File: config.mk
export PLATFORM = sky130hd
export DESIGN_NAME = io_stage_memory_request_controller_flat
export DESIGN_NICKNAME = d
export VERILOG_FILES = /design/src/rtl/io_stage_memory_request_controller_if.sv /design/src/rtl/io_stage_memory_request_controller.sv /design/src/flat_wrapper.sv
export SDC_FILE = /design/constraint.sdc
export NUM_CORES = 1
export LEC_CHECK = 0
export ABC_CLOCK_PERIOD_IN_PS = 2000
export CORE_ASPECT_RATIO = 1.5
export CORE_MARGIN = 2
export CORE_UTILIZATION = 41
export DETAILED_ROUTE_END_ITERATION = 12
export PLACE_DENSITY = 0.88
export RECOVER_POWER = 50
export SYNTH_ARGS = -nofsm -noshare
export SYNTH_HDL_FRONTEND = slang
export SYNTH_SLANG_ARGS = --single-unit
File: constraint.sdc
create_clock -name clock -period 2 [get_ports clock]
set_input_delay 0.4 -clock clock [delete_from_list [all_inputs] [get_ports clock]]
set_output_delay 0.4 -clock clock [all_outputs]
set_load 0.01 [all_outputs]
File: src/rtl/io_stage_memory_request_controller_if.sv
// ----------------------------------------------------------------------------
// io_stage_memory_request_controller_if
//
// Bundles every signal of the IO-stage memory request controller except the
// clock and reset: the executing-stage issue port, the IO-stage result port,
// the flush input and the SRAM-like data bus.
//
// Modports:
//   master : the controller itself (drives issue_ready, result_*, busy, data_*)
//   slave  : the surrounding pipeline and memory (drive mem_*, flush,
//            result_ready, data_address_ok, data_data_ok, data_read_data)
//
// Handshakes: issue transfers when mem_valid & issue_ready & ~flush on a rising
// clock edge; result transfers when result_valid & result_ready; the memory
// accepts a request when data_request & data_address_ok, and returns one
// response (or store acknowledge) with data_data_ok. Producers hold their
// payload stable while their valid/request is high and the transfer has not
// yet happened.
// ----------------------------------------------------------------------------
interface io_stage_memory_request_controller_if #(
    parameter int ADDRESS_WIDTH = 32,
    parameter int DATA_WIDTH    = 32
);
    // executing-stage issue port
    logic                     mem_valid;
    logic                     mem_write;
    logic [1:0]               mem_size;
    logic [ADDRESS_WIDTH-1:0] mem_address;
    logic [DATA_WIDTH/8-1:0]  mem_write_strobe;
    logic [DATA_WIDTH-1:0]    mem_write_data;
    logic                     issue_ready;

    // exception / eret flush
    logic                     flush;

    // IO-stage result port
    logic                     result_valid;
    logic [DATA_WIDTH-1:0]    result_data;
    logic                     result_ready;
    logic                     busy;

    // SRAM-like data bus
    logic                     data_request;
    logic                     data_write;
    logic [1:0]               data_size;
    logic [ADDRESS_WIDTH-1:0] data_address;
    logic [DATA_WIDTH/8-1:0]  data_write_strobe;
    logic [DATA_WIDTH-1:0]    data_write_data;
    logic                     data_address_ok;
    logic                     data_data_ok;
    logic [DATA_WIDTH-1:0]    data_read_data;

    modport master (
        input  mem_valid, mem_write, mem_size, mem_address,
               mem_write_strobe, mem_write_data,
        output issue_ready,
        input  flush,
        output result_valid, result_data,
        input  result_ready,
        output busy,
        output data_request, data_write, data_size, data_address,
               data_write_strobe, data_write_data,
        input  data_address_ok, data_data_ok, data_read_data
    );

    modport slave (
        output mem_valid, mem_write, mem_size, mem_address,
               mem_write_strobe, mem_write_data,
        input  issue_ready,
        output flush,
        input  result_valid, result_data,
        output result_ready,
        input  busy,
        input  data_request, data_write, data_size, data_address,
               data_write_strobe, data_write_data,
        output data_address_ok, data_data_ok, data_read_data
    );
endinterface

File: src/rtl/io_stage_memory_request_controller.sv
// ----------------------------------------------------------------------------
// io_stage_memory_request_controller
//
// Sequences one data-memory access at a time for the IO (memory) stage:
// takes a load/store from the executing stage, presents it on the SRAM-like
// bus until the address is accepted, waits for the response, then holds the
// completion for the IO stage until it is consumed. A flush cancels the
// access; any response still owed by the memory is absorbed and dropped so
// stale load data never reaches writeback.
//
// Ports:
//   clock    : core clock, all state updates on the rising edge
//   reset_n  : asynchronous active-low reset
//   bus      : controller side (master modport) of the issue/result/data bus
//   state_o  : current FSM state (IDLE=0, REQUEST=1, WAIT=2, HOLD=3, DISCARD=4)
// ----------------------------------------------------------------------------
module io_stage_memory_request_controller #(
    parameter int ADDRESS_WIDTH = 32,
    parameter int DATA_WIDTH    = 32
) (
    input  logic                                  clock,
    input  logic                                  reset_n,
    io_stage_memory_request_controller_if.master  bus,
    output logic [2:0]                            state_o
);

    localparam int STROBE_WIDTH = DATA_WIDTH / 8;

    typedef enum logic [2:0] {
        ST_IDLE    = 3'd0,
        ST_REQUEST = 3'd1,
        ST_WAIT    = 3'd2,
        ST_HOLD    = 3'd3,
        ST_DISCARD = 3'd4
    } state_t;

    state_t                   state_q;
    logic                     cancel_q;
    logic                     data_request_q;
    logic                     write_q;
    logic [1:0]               size_q;
    logic [ADDRESS_WIDTH-1:0] address_q;
    logic [STROBE_WIDTH-1:0]  strobe_q;
    logic [DATA_WIDTH-1:0]    write_data_q;
    logic                     result_valid_q;
    logic [DATA_WIDTH-1:0]    result_data_q;

    logic accept;
    logic cancelled;

    assign accept    = bus.mem_valid & (state_q == ST_IDLE) & ~bus.flush;
    // A flush in the very cycle the address is accepted counts as well as an
    // earlier one remembered in cancel_q.
    assign cancelled = cancel_q | bus.flush;

    always_ff @(posedge clock or negedge reset_n) begin
        if (!reset_n) begin
            state_q        <= ST_IDLE;
            cancel_q       <= 1'b0;
            data_request_q <= 1'b0;
            write_q        <= 1'b0;
            size_q         <= '0;
            address_q      <= '0;
            strobe_q       <= '0;
            write_data_q   <= '0;
            result_valid_q <= 1'b0;
            result_data_q  <= '0;
        end else begin
            case (state_q)
                ST_IDLE: begin
                    if (accept) begin
                        write_q        <= bus.mem_write;
                        size_q         <= bus.mem_size;
                        address_q      <= bus.mem_address;
                        strobe_q       <= bus.mem_write_strobe;
                        write_data_q   <= bus.mem_write_data;
                        data_request_q <= 1'b1;
                        cancel_q       <= 1'b0;
                        state_q        <= ST_REQUEST;
                    end
                end

                // The request cannot be withdrawn once raised, so a flush here
                // only marks the access as cancelled.
                ST_REQUEST: begin
                    if (bus.data_address_ok) begin
                        data_request_q <= 1'b0;
                        cancel_q       <= 1'b0;
                        if (bus.data_data_ok) begin
                            // address and response in one cycle: complete now
                            if (cancelled) begin
                                state_q <= ST_IDLE;
                            end else begin
                                result_data_q  <= write_q ? '0 : bus.data_read_data;
                                result_valid_q <= 1'b1;
                                state_q        <= ST_HOLD;
                            end
                        end else begin
                            state_q <= cancelled ? ST_DISCARD : ST_WAIT;
                        end
                    end else if (bus.flush) begin
                        cancel_q <= 1'b1;
                    end
                end

                ST_WAIT: begin
                    if (bus.data_data_ok) begin
                        if (bus.flush) begin
                            state_q <= ST_IDLE;
                        end else begin
                            result_data_q  <= write_q ? '0 : bus.data_read_data;
                            result_valid_q <= 1'b1;
                            state_q        <= ST_HOLD;
                        end
                    end else if (bus.flush) begin
                        state_q <= ST_DISCARD;
                    end
                end

                // Flush wins over result_ready; both simply retire the result.
                ST_HOLD: begin
                    if (bus.flush || bus.result_ready) begin
                        result_valid_q <= 1'b0;
                        state_q        <= ST_IDLE;
                    end
                end

                // Absorb the response still owed by the memory.
                ST_DISCARD: begin
                    if (bus.data_data_ok) begin
                        state_q <= ST_IDLE;
                    end
                end

                default: begin
                    state_q        <= ST_IDLE;
                    data_request_q <= 1'b0;
                    result_valid_q <= 1'b0;
                    cancel_q       <= 1'b0;
                end
            endcase
        end
    end

    assign bus.issue_ready       = (state_q == ST_IDLE);
    assign bus.busy              = (state_q != ST_IDLE);
    assign bus.result_valid      = result_valid_q;
    assign bus.result_data       = result_data_q;
    assign bus.data_request      = data_request_q;
    assign bus.data_write        = write_q;
    assign bus.data_size         = size_q;
    assign bus.data_address      = address_q;
    assign bus.data_write_strobe = strobe_q;
    assign bus.data_write_data   = write_data_q;
    assign state_o               = state_q;

endmodule
File: src/flat_wrapper.sv
// flat-port wrapper written by rule: the top's interface ports become plain ports
module io_stage_memory_request_controller_flat 
#(
    parameter int ADDRESS_WIDTH = 32,
    parameter int DATA_WIDTH    = 32
)
  (clock, reset_n, state_o, bus_mem_valid, bus_mem_write, bus_mem_size, bus_mem_address, bus_mem_write_strobe, bus_mem_write_data, bus_issue_ready, bus_flush, bus_result_valid, bus_result_data, bus_result_ready, bus_busy, bus_data_request, bus_data_write, bus_data_size, bus_data_address, bus_data_write_strobe, bus_data_write_data, bus_data_address_ok, bus_data_data_ok, bus_data_read_data);
  io_stage_memory_request_controller_if #(.ADDRESS_WIDTH(ADDRESS_WIDTH), .DATA_WIDTH(DATA_WIDTH)) bus_i ();
  input  logic clock;
  input  logic reset_n;
  output logic [2:0] state_o;
  input wire logic [$bits(bus_i.mem_valid)-1:0] bus_mem_valid;
  input wire logic [$bits(bus_i.mem_write)-1:0] bus_mem_write;
  input wire logic [$bits(bus_i.mem_size)-1:0] bus_mem_size;
  input wire logic [$bits(bus_i.mem_address)-1:0] bus_mem_address;
  input wire logic [$bits(bus_i.mem_write_strobe)-1:0] bus_mem_write_strobe;
  input wire logic [$bits(bus_i.mem_write_data)-1:0] bus_mem_write_data;
  output wire logic [$bits(bus_i.issue_ready)-1:0] bus_issue_ready;
  input wire logic [$bits(bus_i.flush)-1:0] bus_flush;
  output wire logic [$bits(bus_i.result_valid)-1:0] bus_result_valid;
  output wire logic [$bits(bus_i.result_data)-1:0] bus_result_data;
  input wire logic [$bits(bus_i.result_ready)-1:0] bus_result_ready;
  output wire logic [$bits(bus_i.busy)-1:0] bus_busy;
  output wire logic [$bits(bus_i.data_request)-1:0] bus_data_request;
  output wire logic [$bits(bus_i.data_write)-1:0] bus_data_write;
  output wire logic [$bits(bus_i.data_size)-1:0] bus_data_size;
  output wire logic [$bits(bus_i.data_address)-1:0] bus_data_address;
  output wire logic [$bits(bus_i.data_write_strobe)-1:0] bus_data_write_strobe;
  output wire logic [$bits(bus_i.data_write_data)-1:0] bus_data_write_data;
  input wire logic [$bits(bus_i.data_address_ok)-1:0] bus_data_address_ok;
  input wire logic [$bits(bus_i.data_data_ok)-1:0] bus_data_data_ok;
  input wire logic [$bits(bus_i.data_read_data)-1:0] bus_data_read_data;
  assign bus_i.mem_valid = bus_mem_valid;
  assign bus_i.mem_write = bus_mem_write;
  assign bus_i.mem_size = bus_mem_size;
  assign bus_i.mem_address = bus_mem_address;
  assign bus_i.mem_write_strobe = bus_mem_write_strobe;
  assign bus_i.mem_write_data = bus_mem_write_data;
  assign bus_issue_ready = bus_i.issue_ready;
  assign bus_i.flush = bus_flush;
  assign bus_result_valid = bus_i.result_valid;
  assign bus_result_data = bus_i.result_data;
  assign bus_i.result_ready = bus_result_ready;
  assign bus_busy = bus_i.busy;
  assign bus_data_request = bus_i.data_request;
  assign bus_data_write = bus_i.data_write;
  assign bus_data_size = bus_i.data_size;
  assign bus_data_address = bus_i.data_address;
  assign bus_data_write_strobe = bus_i.data_write_strobe;
  assign bus_data_write_data = bus_i.data_write_data;
  assign bus_i.data_address_ok = bus_data_address_ok;
  assign bus_i.data_data_ok = bus_data_data_ok;
  assign bus_i.data_read_data = bus_data_read_data;
  io_stage_memory_request_controller #(.ADDRESS_WIDTH(ADDRESS_WIDTH), .DATA_WIDTH(DATA_WIDTH)) u_core (.clock(clock), .reset_n(reset_n), .bus(bus_i), .state_o(state_o));
endmodule
==> impl_metrics.env <==
export IMPL_cp_data_arrival_time_ps=2070
export IMPL_synthDominantCellAreaShare_pct=57.87
export IMPL_io_buffers=219
export IMPL_synth_area_leaders="dfrtp_1 58%, mux2_4 22%, nand2b_1 4.4%"
export IMPL_setup_slack_ps=156.2
export IMPL_routed_wirelength_um=12180
export IMPL_final_layout_size_suffix_gt1_share_pct=11.39
export IMPL_yosysUniqueCellTypes=33
export IMPL_status="finished with violations"
export IMPL_finalSetupTns_ps=0
export IMPL_power_density_nw_per_um2=1532
export IMPL_dieArea_um2=12390
export IMPL_synth_main_ff_cell="dfrtp_1"
export IMPL_rr_endpoint="u_core.bus.data_write_data[1]$_DFFE_PN0P_"
export IMPL_ys_seq_area_share_pct=57.87
export IMPL_drtIter0Drc=99
export IMPL_seqCellArea_um2=2728
export IMPL_clk_latency_ps=330
export IMPL_synth_top_area_cell="dfrtp_1"
export IMPL_yosysWarningCount=0
export IMPL_startpoint="bus_mem_valid"
export IMPL_initial_utilization_pct=41.52
export IMPL_r2r_start="u_core.state_o[2]$_DFFE_PN0P_"
export IMPL_endpoint_kind="flip-flop"
export IMPL_n_fill_cell=872
export IMPL_synth_seq_cells=109
export IMPL_num_nets_final=669
export IMPL_io_pins=220
export IMPL_drv_cap=1
export IMPL_worstPathCellList="clkdlybuf4s50_1 > nor3b_1 > a2111oi_1 > o21ai_0 > o311ai_1"
export IMPL_synthCells=337
export IMPL_endpoint="u_core.state_o[0]$_DFFE_PN0P_"
export IMPL_slowest_delay_ps=680
export IMPL_synthTopCellsByCount="109 x dfrtp_1, 68 x mux2_4, 38 x nand2_1"
export IMPL_fin_skew_ps=9.233
export IMPL_rrSetupSlack_ps=200
export IMPL_synth_edf_count=0
export IMPL_p_seq_share_pct=35.0
export IMPL_clock_fmax_ghz=0.5423
export IMPL_relSlewSlack_pct=-15.60
export IMPL_critPathSlowestCell="a2111oi_1"
export IMPL_post_route_period_util_pct=92.19
export IMPL_antenna_found_initial=0
export IMPL_min_period_ps=1844
export IMPL_drc_errors=0
export IMPL_ir_drop_v=0.0008662
export IMPL_vias=3436
export IMPL_pwr_share_comb_pct=47.2
export IMPL_grt_total_usage_pct=19.82
export IMPL_rsz0062_at_grt="false"
export IMPL_globalplace_congestion=0.8816
export IMPL_multi_input_area_um2=1652
export IMPL_finalSetupViolCount=0
export IMPL_worstSetupPathType="input port to flip-flop"
export IMPL_dr_pass1_iters=4
export IMPL_die_w_um=91.55
export IMPL_drv_slew=28
export IMPL_clock_sinks=109
export IMPL_pre_cts_ws_ps=-27.60
export IMPL_p_clk_share_pct=17.8
export IMPL_p_int_uw=7671
export IMPL_synth_most_common_cell="dfrtp_1"
export IMPL_h_tree_depth=3
export IMPL_grt_first_pass_wirelength_um=19310
export IMPL_cts_clk_slew_worst_paths_ps=70
export IMPL_grt_max_degree=54
export IMPL_synth_area_um2=4713
export IMPL_p_leak_uw=0.003182
export IMPL_via_per_inst=4.826
export IMPL_antennaDiodeCount=0
export IMPL_die_h_um=135.3
export IMPL_grt_ovfl_total=0
export IMPL_hp_class="flip-flop to flip-flop"
export IMPL_finish_utilization_pct=63.70
export IMPL_synthArstFlopShare_pct=100.0
export IMPL_row_count=48
export IMPL_synthToLayoutAreaGrowth_pct=53.41
export IMPL_crit_path_max_fanout=4
export IMPL_hold_buffers=0
export IMPL_ant_nets=0
export IMPL_post_cts_buffers=0
export IMPL_rr_worst_depth=5
export IMPL_cts_buffers=9
export IMPL_cts_root_buffer="clkbuf_16"
export IMPL_grt_pass1_vias=3734
export IMPL_core_area_um2=11350
export IMPL_cp_required_ps=2230
export IMPL_p_switching_uw=3405
export IMPL_p_sw_share_pct=30.75
export IMPL_cts_tree="done"
export IMPL_start_kind="input port"
export IMPL_tightestPinTransition_ps=1734
export IMPL_hpwlAfterDp_um=9358
export IMPL_detail_route_wl_per_cell_um=17.11
export IMPL_avgSynthCellArea_um2=13.99
export IMPL_clk_path_buf_depth=2
export IMPL_hold_violations=0
export IMPL_synth_nets=447
export IMPL_violations="capacitance limit, slew limit"
[sequential cells by signal, indices dropped and copies added, names as in the netlist]
| signal | flops |
|---|---|
| u_core.bus.data_address | 32 |
| u_core.bus.data_request | 1 |
| u_core.bus.data_size | 2 |
| u_core.bus.data_write | 1 |
| u_core.bus.data_write_data | 32 |
| u_core.bus.data_write_strobe | 4 |
| u_core.bus.result_data | 32 |
| u_core.bus.result_valid | 1 |
| u_core.cancel_q | 1 |
| u_core.state_o | 3 |
[power groups by stage]
stage,Clock [µW],Combinational [µW],Sequential (µW)
after floorplan,0,2270,4370
after global placement,0,5550,3850
after detailed placement,0,5710,3920
after CTS,2020,5710,3900
after global routing,2110,5570,4010
final,1970,5230,3880
[cell usage in the layout, fill, tap and decap left out, types with 2 or more instances in the layout]
cell type / instances
nor2_1: 2
mux2_1: 33
clkbuf_16: 9
clkdlybuf4s50_1: 209
clkbuf_1: 4
nand2b_1: 33
bufinv_16: 3
mux2_2: 3
a21oi_1: 4
inv_1: 4
nand2_1: 38
buf_12: 4
mux2_4: 35
o21ai_0: 35
buf_4: 5
dlygate4sd3_1: 7
dfrtp_1: 109
dlygate4sd2_1: 2
[final cells by class]
type / instances / area share (%)
clock buffer: 10 / 3.167
clock inverter: 4 / 1.367
multi-input combinational: 203 / 22.84
inverter: 4 / 0.2076
sequential: 109 / 37.72
timing repair buffer: 232 / 32.10
tap: 150 / 2.596
[cells by family (layout without fill, tap and decap cells)]
logic type,after synthesis,in the layout,synth area share [%]
AOI/OAI and AO/OA,47,47,5.708
buffers and inverters,25,250,4.300
xor gates and xnor gates,1,1,0.1859
muxes,71,71,22.38
and+or+nand+nor,84,84,9.557
DFF,109,109,57.87
[repair_timing]
action                     4_1_cts  5_1_grt
setup endpoints to repair        2        0
hold endpoints to repair         0        0
gates resized for setup          2        0
[worst min-delay path by stage]
stage                                                           from                                          to  slack (ps)  cells after the start
after floorplan                                              reset_n      u_core.bus.data_address[0]$_DFFE_PN0P_         100                      0
after global placement                                       reset_n      u_core.bus.data_address[1]$_DFFE_PN0P_         350                      1
after detailed placement                                     reset_n      u_core.bus.data_address[1]$_DFFE_PN0P_         370                      1
after CTS                                                    reset_n      u_core.bus.data_address[1]$_DFFE_PN0P_           4                      1
after global routing      u_core.bus.data_write_data[18]$_DFFE_PN0P_  u_core.bus.data_write_data[18]$_DFFE_PN0P_         510                      1
final                         u_core.bus.result_data[25]$_DFFE_PN0P_      u_core.bus.result_data[25]$_DFFE_PN0P_         480                      2
[layer usage]
layer | wire (µm) | global-route usage [%]
met1 | 4573 | 23.26
met2 | 6394 | 34.23
met3 | 805 | 5.120
met4 | 405 | 8.418
met5 | 0 | 0
[worst max-delay path: cells and delay by family]
family | cells | cell delay (ps)
AOI/OAI and AO/OA | 3 | 1030
buffers and inverters | 1 | 460
and+or+nand+nor | 1 | 170
[stage by stage]
stage / instance area [µm²] / std cells / power [µW] / hold slack (ps)
final: 7231 / 712 / 11080 / 482.4
after global routing: 7231 / 712 / 11700 / 506.8
after CTS: 7401 / 712 / 11630 / 3.702
after detailed placement: 7076 / 698 / 9630 / 365.7
after global placement: 7076 / 698 / 9402 / 353.4
after floorplan: 4713 / 337 / 6632 / 104.4
No activity file was read; power rests on OpenSTA's default activity.
